`src/rtl/fir_controller.sv`:
```
// Sequencer for a single-MAC FIR datapath: accepts one sample, walks all taps,
// drains the multiplier pipe, then holds the result until downstream takes it.
//
// state | meaning
// ------+-----------------------------------------------------------------
// IDLE  | waiting for a sample; in_ready high
// MAC   | one tap per cycle, address = tap index 0..FIR_size-1
// DRAIN | last product enters the accumulator, multiplier pipe zeroed
// DONE  | result valid on dout; a new sample may be taken when out_ready
module fir_controller #(
   parameter int FIR_size  = 64,
   parameter int AddrWidth = 6
) (
   input  logic                 clk,
   input  logic                 rst,
   input  logic                 in_valid,
   output logic                 in_ready,
   output logic                 out_valid,
   input  logic                 out_ready,
   output logic                 shift,
   output logic                 flush,
   output logic                 freeze,
   output logic [AddrWidth-1:0] address,
   output logic                 busy
);

   localparam logic [1:0] IDLE  = 2'd0;
   localparam logic [1:0] MAC   = 2'd1;
   localparam logic [1:0] DRAIN = 2'd2;
   localparam logic [1:0] DONE  = 2'd3;

   localparam logic [AddrWidth-1:0] LAST_TAP = AddrWidth'(FIR_size - 1);

   logic [1:0]           state;
   logic [1:0]           state_nxt;
   logic [AddrWidth-1:0] addr_nxt;
   logic                 accept;

   // Outputs are gated by rst so the datapath sees all-quiet controls the
   // instant reset asserts, not one edge later.
   always_comb begin
      in_ready  = rst & ((state == IDLE) | ((state == DONE) & out_ready));
      accept    = in_valid & in_ready;
      shift     = accept;
      flush     = accept;
      freeze    = rst & ((state == DRAIN) | (state == DONE));
      out_valid = rst & (state == DONE);
      busy      = rst & (state != IDLE);
   end

   always_comb begin
      state_nxt = state;
      addr_nxt  = '0;
      case (state)
         IDLE: begin
            if (accept) state_nxt = MAC;
         end
         MAC: begin
            if (address == LAST_TAP) begin
               state_nxt = DRAIN;
            end else begin
               addr_nxt = address + 1'b1;
            end
         end
         DRAIN: begin
            state_nxt = DONE;
         end
         DONE: begin
            // A sample taken straight from DONE skips IDLE to keep 66-cycle throughput.
            if (accept) begin
               state_nxt = MAC;
            end else if (out_ready) begin
               state_nxt = IDLE;
            end
         end
         default: begin
            state_nxt = IDLE;
         end
      endcase
   end

   always_ff @(posedge clk or negedge rst) begin
      if (!rst) begin
         state   <= IDLE;
         address <= '0;
      end else begin
         state   <= state_nxt;
         address <= addr_nxt;
      end
   end

endmodule

```
`config.mk`:
```
export PLATFORM = sky130hd
export DESIGN_NAME = fir_controller
export DESIGN_NICKNAME = d
export VERILOG_FILES = /design/src/rtl/fir_controller.sv
export SDC_FILE = /design/constraint.sdc
export NUM_CORES = 1
export LEC_CHECK = 0
export ABC_AREA = 0
export CAP_MARGIN = 20
export CELL_PAD_IN_SITES_DETAIL_PLACEMENT = 0
export CELL_PAD_IN_SITES_GLOBAL_PLACEMENT = 1
export CORE_MARGIN = 2
export CORE_UTILIZATION = 34
export CTS_BUF_LIST = sky130_fd_sc_hd__clkbuf_8
export DETAILED_ROUTE_END_ITERATION = 12
export GPL_TIMING_DRIVEN = 1
export PLACE_DENSITY_LB_ADDON = 0.1
export SYNTH_ARGS = -nofsm -noshare
export SYNTH_HDL_FRONTEND = slang
export SYNTH_SLANG_ARGS = --single-unit
```
`constraint.sdc`:
```
create_clock -name clk -period 2 [get_ports clk]
set_clock_uncertainty 0.15 [all_clocks]
set_input_delay 0.2 -clock clk [delete_from_list [all_inputs] [get_ports clk]]
set_output_delay 0.2 -clock clk [all_outputs]
set_load 0.01 [all_outputs]
```
==> flow_metrics.py, run 1 <==
metrics = {
    "power_and_ir_drop": {
        "peakVddDrop_uv": 716,
        "power_leakage_nw": 0.371,
        "clock_power_share": 0.216,
        "p_int_mw": 0.570,
        "p_switching_mw": 0.307,
        "p_seq_frac": 0.268,
        "fin_total_pwr_mw": 0.877,
        "combinationalPowerShare": 0.516,
        "swShare": 0.350,
        "p_per_area_nw_per_um2": 1180,
    },
    "setup_path": {
        "crit_type": "reg2out",
        "start_kind": "flop",
        "cp_data_required_time_ps": 1650,
        "critPathMaxStageDelay_ps": 470,
        "worstPathArrival_ps": 1580,
        "cpMaxStageDelayCell": "clkdlybuf4s50_1",
        "crit_path_max_fanout": 4,
        "endpoint_kind": "output port",
        "worstPathCellList": "ha_1 > buf_4 > and2_1 > clkdlybuf4s50_1",
    },
    "global_route": {
        "top_usage_layer": "met1",
        "grt_pass1_wl_um": 1640,
        "grt_max_degree": 10,
        "grt_remaining_overflow": 0,
        "antenna_found_initial": 0,
        "gr-usage-met1": 0.187,
        "grtUsageMet3": 0.0733,
        "use_met2": 0.145,
        "grtUsageTotal": 0.125,
        "grt_pass1_vias": 376,
    },
    "sta": {
        "tightest_slew_ps": 249,
        "final_hold_viol_count": 0,
        "slew_viol_final": 0,
        "setup_viol": 0,
        "max_freq_mhz": 519,
        "period_share": 0.963,
        "whs_ps": 128,
        "slew-limit-headroom": 0.833,
        "setup_tns_ps": 0,
        "rsz0062_at_grt": "no",
        "fin_crit_ps": 1930,
    },
    "place": {
        "dp_hpwl_um": 746,
        "gp_congestion": 0.716,
        "portBuffers": 15,
        "dpl_cell_area_um2": 702,
    },
    "drt": {
        "wire_per_inst_um": 10.9,
        "route.vias.total": 414,
        "vias_per_cell": 4.70,
        "drc": 0,
        "drtAntennaViolNets": 0,
        "dr.pass1.iters": 2,
        "drt_iter0_drc": 3,
        "routed_wl_um": 960,
    },
    "die": {
        "initial_core_util": 0.371,
        "die_area_um2": 1780,
        "row_count": 13,
        "die_w_um": 42.2,
        "pin_count": 16,
        "die_height_um": 42.2,
        "core-area_um2": 1330,
    },
    "clock_network": {
        "path_clk_slew_ps": 40,
        "numCtsBuffers": 3,
        "cts_buffer_depth": 2,
        "cts_tree": "done",
        "cts-root-buf": "clkbuf_8",
        "cts_num_sinks": 8,
        "postCtsSetupBuffers": 0,
        "insertion_delay_ps": 230,
        "htree_levels": 1,
    },
    "finish": {
        "antenna_cells": 0,
        "layout.nets": 84,
        "syn_to_final_growth_pct": 50.3,
        "drive_above_1_share": 0.164,
        "fin_util": 0.558,
        "final_cell_area_um2": 744,
    },
    "yosys": {
        "syn_inst": 50,
        "yosysWarnings": 0,
        "synth_area_um2": 495,
        "avgSynthCellArea_um2": 9.91,
        "synth_nets": 59,
        "yosysSeqAreaShare": 0.404,
        "ys_ff_latch": 8,
        "yosysUniqueCellTypes": 21,
    },
    "status": {
        "status": "finished, final reports clean",
    },
    "worst_hold_path": {
        "hold_path_class": "in2async",
    },
    "flow_run": {
        "cap_viol_max_count": 0,
    },
}
## critical path: cells and delay by family, from the launching register on
| kind | cells | cell delay [ps] |
|---|---|---|
| buffers and inverters | 2 | 620 |
| flip-flops | 1 | 390 |
| adder cells (fa/ha/maj) | 1 | 220 |
| AND/OR/NAND/NOR | 1 | 130 |
## final cells by class
type | instances | area [um^2]
clock buffers | 3 | 41.3
fillers | 127 | 589
inverters | 2 | 7.51
multi-input cells | 39 | 280
flip-flops and latches | 8 | 200
well taps | 15 | 18.8
repair buffers | 21 | 196
## path summary, 6_finish.rpt
path                       cells after the start  slack [ps]        from          to
max                                            4          70    state[0]   out_valid
min in group clk                               1         350  address[0]  address[0]
max in group asynchronous                      3        1280         rst    state[0]
min                                            2         130         rst  address[3]
min reg2reg                                    1         350  address[0]  address[0]
max reg2reg                                    6         320    state[0]    state[1]
## metrics by stage
step	std cells	setup WS (ps)
floorplan	50	268
global placement	85	87.0
detailed placement	85	55.9
CTS	88	18.9
global route	88	33.3
finish	88	73.7
## state kept, by name (all words and copies together) (netlist names)
name / flops
address: 6
state: 2
## synth_stat cells
master    number  area [um^2]
a21oi_1        2         10.0
nand3_2        1         10.0
a311oi_1       1         8.76
o21ai_0        1         5.00
xnor2_1        2         17.5
ha_1           5         62.6
a211oi_1       2         15.0
nor3_1         1         5.00
o21a_1         1         7.51
nor2_1         4         15.0
and2_1         5         31.3
nand3_1        2         10.0
a31o_1         1         8.76
nor2_2         1         6.26
nand2_1        4         15.0
o21ai_4        1         16.3
nor2b_1        3         18.8
buf_4          1         7.51
xor2_1         2         17.5
dfrtp_1        8          200
inv_1          2         7.51
## power by group through the flow
stage	clock network (mW)	registers [mW]	logic [mW]
2_1_floorplan	0	0.246	0.251
3_3_place_gp	0	0.237	0.473
3_5_place_dp	0	0.238	0.470
4_1_cts	0.197	0.236	0.463
5_1_grt	0.208	0.243	0.510
6_report	0.189	0.235	0.452
## metal layers
layer,vias up,routed length [um]
met4,0,0
met2,15,381
met1,183,496
met3,0,83
li1,216,-
met5,-,0
## timing repair
| item | 4_1_cts | 5_1_grt |
|---|---|---|
| gates resized for setup | 3 | 2 |
| endpoints found under the setup margin | 3 | 2 |
| endpoints found under the hold margin | 0 | 0 |
| hold buffers | 0 | 0 |
## layout by cell type, fill, tap and decap left out, drive strengths merged
master	Yosys	final
clkdlybuf4s50	0	10
dfrtp	8	8
buf	1	6
and2	5	5
ha	5	5
nor2	5	5
nand2	4	4
nor2b	3	3
clkbuf	0	3
dlygate4sd2	0	3
nand3	3	3
inv	2	2
a21oi	2	2
xnor2	2	2
xor2	2	2
a211oi	2	2
dlymetal6s2s	0	2
o21ai	2	2
o21a	1	1
nor3	1	1
a311oi	1	1
a31o	1	1
## cells by family (layout without fill, tap and decap cells)
group	after synthesis	count (layout)	synth area share
AND/OR/NAND/NOR	21	21	0.225
AO/OA/AOI/OAI	9	9	0.144
flip-flops	8	8	0.404
adder cells (fa/ha/maj)	5	5	0.126
XOR/XNOR	4	4	0.0707
buffers and inverters	3	26	0.0303
Note: power is estimated with default switching activity, not from simulation.
==> run 2: changes to the inputs <==
--- a/config.mk
+++ b/config.mk
@@ -14,7 +14,7 @@
 export CTS_BUF_LIST = sky130_fd_sc_hd__clkbuf_8
 export DETAILED_ROUTE_END_ITERATION = 12
 export GPL_TIMING_DRIVEN = 1
-export PLACE_DENSITY_LB_ADDON = 0.1
+export PLACE_DENSITY = 0.81
 export SYNTH_ARGS = -nofsm -noshare
 export SYNTH_HDL_FRONTEND = slang
 export SYNTH_SLANG_ARGS = --single-unit
==> flow_metrics.py, run 2 (synthesis results as in run 1) <==
metrics = {
    "finish": {
        "layout.nets": 84,
        "fill_cells": 136,
        "final_cell_area_um2": 744,
        "syn_to_final_growth_pct": 50.3,
        "largest_reg_flops": 6,
        "layout_commonest_cell": "clkdlybuf4s50_1",
        "fin_util": 0.558,
        "final_cells": 88,
        "regMostFlops": "address",
        "final_cell_mix": "clkdlybuf4s50_1, dfrtp_1, buf_4",
        "antenna_cells": 0,
        "top_regs": "address (6), state (2)",
        "drive_above_1_share": 0.164,
    },
    "drt": {
        "vias_per_cell": 4.70,
        "met1_length_um": 507,
        "wire_per_inst_um": 11.5,
        "route.vias.total": 414,
        "dr.max_layer_used": "met4",
        "dr.pass1.iters": 6,
        "drc": 0,
        "drt_iter0_drc": 4,
        "routed_wl_um": 1010,
        "drtAntennaViolNets": 0,
        "met3WireLength_um": 35,
        "met2_length_um": 458,
    },
    "power_and_ir_drop": {
        "p_per_area_nw_per_um2": 1190,
        "peakVddDrop_uv": 955,
        "power_leakage_nw": 0.371,
    },
    "die": {
        "row_count": 13,
        "die_height_um": 42.2,
        "die_w_um": 42.2,
        "die_area_um2": 1780,
        "pin_count": 16,
        "initial_core_util": 0.371,
        "core-area_um2": 1330,
    },
    "sta": {
        "layout_setup_ws_ps": 65.3,
        "rsz0062_at_grt": "no",
        "period_share": 0.967,
        "setup_viol": 0,
        "setup_tns_ps": 0,
        "final_hold_viol_count": 0,
        "slew-limit-headroom": 0.848,
        "slew_viol_final": 0,
        "fin_crit_ps": 1930,
        "max_freq_mhz": 517,
        "tightest_slew_ps": 226,
    },
    "setup_path": {
        "start_kind": "flop",
        "crit_type": "reg2out",
        "crit_path_max_fanout": 4,
        "cp_data_required_time_ps": 1650,
        "worstPathArrival_ps": 1580,
        "endpoint_kind": "output port",
    },
    "clock_network": {
        "cts_num_sinks": 8,
        "cts_buffer_depth": 2,
        "ctsHoldBuffers": 0,
        "cts-root-buf": "clkbuf_8",
        "path_clk_slew_ps": 40,
        "cts_tree": "done",
        "insertion_delay_ps": 230,
        "numCtsBuffers": 3,
        "htree_levels": 1,
    },
    "global_route": {
        "antenna_found_initial": 0,
        "grt_pass1_wl_um": 1750,
        "grt_pass1_vias": 398,
        "grt_max_degree": 12,
        "grt_remaining_overflow": 0,
        "grtUsageTotal": 0.131,
    },
    "place": {
        "pre_cts_ws_ps": 31.0,
        "dp.cells": 85,
        "portBuffers": 15,
        "dp_hpwl_um": 781,
        "gp_congestion": 0.778,
        "dpl_cell_area_um2": 702,
    },
    "worst_hold_path": {
        "hold_path_class": "in2async",
    },
    "flow_run": {
        "cap_viol_max_count": 0,
    },
    "status": {
        "status": "finished, final reports clean",
    },
}
==> run 2: cell counts in the layout (fill, tap and decap cells not counted) <==
No cell type changed its count.
==> run 2: report_power, final <==
part	switching (mW)	internal [mW]
clock	0.0635	0.130
sequential	0.0348	0.202
combinational	0.216	0.238
total	0.314	0.571
==> run 2: worst max-delay path: stages, from the launching register on <==
cell	delay (ps)
dfrtp_1	400
ha_1	210
buf_4	150
and2_1	120
clkdlybuf4s50_1	470
==> run 2: cell type report <==
| cell class | instances | area, um^2 | area share |
|---|---|---|---|
| sequential | 8 | 200 | 0.269 |
| multi-input combinational | 39 | 280 | 0.376 |
| timing repair buffer | 21 | 196 | 0.264 |
| tap | 15 | 18.8 | 0.0252 |
| clock buffer | 3 | 41.3 | 0.0555 |
| inverter | 2 | 7.51 | 0.0101 |
==> run 2: final timing paths <==
kind,start,to,slack (ps),depth (start not counted)
setup / recovery,state[1],out_valid,70,4
hold / removal,rst,state[1],250,3
setup reg to reg,state[1],state[1],330,6
hold reg to reg,address[0],address[0],340,1
max in group asynchronous,rst,address[4],1300,3
min in group clk,address[0],address[0],340,1
==> run 2: per-stage QoR <==
| step | hold slack (ps) | total power, mW |
|---|---|---|
| after floorplan | -246 | 0.496 |
| after global placement | 320 | 0.706 |
| after detailed placement | 332 | 0.707 |
| after CTS | 255 | 0.898 |
| after global routing | 292 | 0.965 |
| final | 254 | 0.885 |
==> run 2: layer usage <==
| metal | global-route usage | up-vias |
|---|---|---|
| met4 | 0.0375 | 0 |
| met2 | 0.197 | 6 |
| met1 | 0.173 | 191 |
| met5 | 0 | - |
| li1 | - | 215 |
| met3 | 0.0517 | 2 |
==> run 2: repair_timing <==
action,in CTS,in global routing
endpoints found under the hold margin,0,0
resized for setup,3,2
endpoints found under the setup margin,3,2
buffers inserted,0,0
==> run 3: changes to the inputs <==
--- a/config.mk
+++ b/config.mk
@@ -15,6 +15,7 @@
 export DETAILED_ROUTE_END_ITERATION = 12
 export GPL_TIMING_DRIVEN = 1
 export PLACE_DENSITY = 0.81
+export SETUP_SLACK_MARGIN = 0.4
 export SYNTH_ARGS = -nofsm -noshare
 export SYNTH_HDL_FRONTEND = slang
 export SYNTH_SLANG_ARGS = --single-unit
==> flow_metrics.py, run 3 (synthesis results as in run 1) <==
metrics = {
    "status": {
        "status": "finished, final reports clean",
    },
    "setup_path": {
        "crit_start": "state[1]",
        "ff2ff_path_depth": 6,
        "critPathMaxStageDelay_ps": 410,
        "critPathCapture": "flush",
        "cp_data_required_time_ps": 1650,
        "reg2reg_setup_slack_ps": 440,
        "start_kind": "flop",
        "worstPathCellList": "ha_2 > a21oi_2 > nor2b_2 > and2_4 > buf_2",
        "endpoint_kind": "output port",
        "crit_type": "reg2out",
        "worstPathArrival_ps": 1310,
        "crit_path_max_fanout": 3,
        "cpMaxStageDelayCell": "dfrtp_1",
        "r2r-end": "state[1]",
        "r2r-start": "state[1]",
    },
    "global_route": {
        "grt_pass1_vias": 396,
        "antenna_found_initial": 0,
        "grtUsageTotal": 0.131,
        "grt_pass1_wl_um": 1750,
        "grt_remaining_overflow": 0,
        "grt_max_degree": 12,
    },
    "clock_network": {
        "cts_num_sinks": 8,
        "cts-root-buf": "clkbuf_8",
        "htree_levels": 1,
        "numCtsBuffers": 3,
        "ctsHoldBuffers": 0,
        "path_clk_slew_ps": 40,
        "cts_buffer_depth": 2,
        "cts_tree": "done",
        "insertion_delay_ps": 230,
    },
    "die": {
        "core-area_um2": 1330,
        "pin_count": 16,
        "initial_core_util": 0.371,
        "die_w_um": 42.2,
        "die_area_um2": 1780,
        "die_height_um": 42.2,
        "row_count": 13,
    },
    "drt": {
        "drc": 0,
        "wire_per_inst_um": 12.1,
        "drt_iter0_drc": 3,
        "met1_length_um": 493,
        "route.vias.total": 422,
        "dr.pass1.iters": 4,
        "dr.max_layer_used": "met4",
        "met3WireLength_um": 39,
        "drtAntennaViolNets": 0,
        "routed_wl_um": 1090,
        "met2_length_um": 546,
        "vias_per_cell": 4.69,
    },
    "sta": {
        "fin_crit_ps": 1660,
        "whs_ps": 310,
        "tightest_slew_ps": 250,
        "period_share": 0.830,
        "max_freq_mhz": 602,
        "rsz0062_at_grt": "yes",
        "setup_viol": 0,
        "slew-limit-headroom": 0.833,
        "slew_viol_final": 0,
        "setup_tns_ps": 0,
        "final_hold_viol_count": 0,
    },
    "finish": {
        "syn_to_final_growth_pct": 57.1,
        "antenna_cells": 0,
        "final_cell_mix": "clkdlybuf4s50_1, dfrtp_1, buf_4",
        "top_regs": "address (6), state (2)",
        "layout.nets": 86,
        "regMostFlops": "address",
        "layout_commonest_cell": "clkdlybuf4s50_1",
        "drive_above_1_share": 0.373,
        "largest_reg_flops": 6,
    },
    "power_and_ir_drop": {
        "p_per_area_nw_per_um2": 1240,
        "power_leakage_nw": 0.355,
        "peakVddDrop_uv": 849,
    },
    "place": {
        "dp_hpwl_um": 794,
        "gp_congestion": 0.734,
        "portBuffers": 15,
    },
    "flow_run": {
        "cap_viol_max_count": 0,
    },
    "worst_hold_path": {
        "hold_path_class": "in2async",
    },
}
## run 3: changes by cell type in the layout (fill, tap and decap cells not counted), moves of 2 or more
| cell | before | now |
|---|---|---|
| and2_1 | 5 | 3 |
| and2_4 | 0 | 2 |
| buf_2 | 0 | 3 |
| buf_6 | 0 | 3 |
| dlygate4sd2_1 | 3 | 1 |
| dlymetal6s2s_1 | 2 | 0 |
| ha_1 | 5 | 3 |
| inv_1 | 2 | 0 |
| inv_2 | 0 | 2 |
## run 3: worst max-delay path, delay by kind of cell (launching register included)
kind,cells,cell delay (ps)
DFF,1,410
adders and majority gates,1,220
and+or+nand+nor,2,200
buffers and inverters,1,130
AOI/OAI and AO/OA,1,120
## run 3: metrics by stage
step | instance area, um^2 | util | worst slack [ps] | std cells | total power, mW
after CTS | 758 | 0.568 | 336 | 89 | 0.939
after global routing | 778 | 0.583 | 282 | 90 | 1.05
after detailed placement | 719 | 0.539 | 68.9 | 85 | 0.738
final | 778 | 0.583 | 340 | 90 | 0.968
after floorplan | 513 | - | 425 | 50 | 0.530
after global placement | 719 | 0.539 | 76.9 | 85 | 0.734
## run 3: cell type report
class / count / area, um^2
sequential: 8 / 200
clock buffer: 3 / 41.3
fill: 126 / 556
tap: 15 / 18.8
timing repair buffer: 23 / 200
multi-input combinational: 39 / 310
inverter: 2 / 7.51
## run 3: power by group
group          leakage [nW]  internal [mW]  switching (mW)
sequential            0.107          0.202          0.0390
clock                0.0216          0.130          0.0612
combinational         0.227          0.292           0.244
total                 0.355          0.624           0.344
## run 3: repair_timing
action,in CTS,in global routing
hold endpoints to repair,0,0
setup buffers,1,1
gates resized for setup,27,4
endpoints found under the setup margin,7,8
pin swaps,2,2
## run 3: worst min-delay path by stage
stage                     cells past startpoint  slack (ps)  startpoint          to
after floorplan                               0        -250         rst  address[0]
after global placement                        1         320  address[0]  address[0]
after detailed placement                      1         330  address[0]  address[0]
after CTS                                     3         310         rst  address[2]
after global routing                          3         330         rst  address[0]
final                                         3         310         rst  address[2]
## run 3: routing by layer
layer / track usage / up-vias
li1: - / 223
met1: 0.168 / 189
met2: 0.194 / 8
met3: 0.0647 / 2
met4: 0.0375 / 0
met5: 0 / -
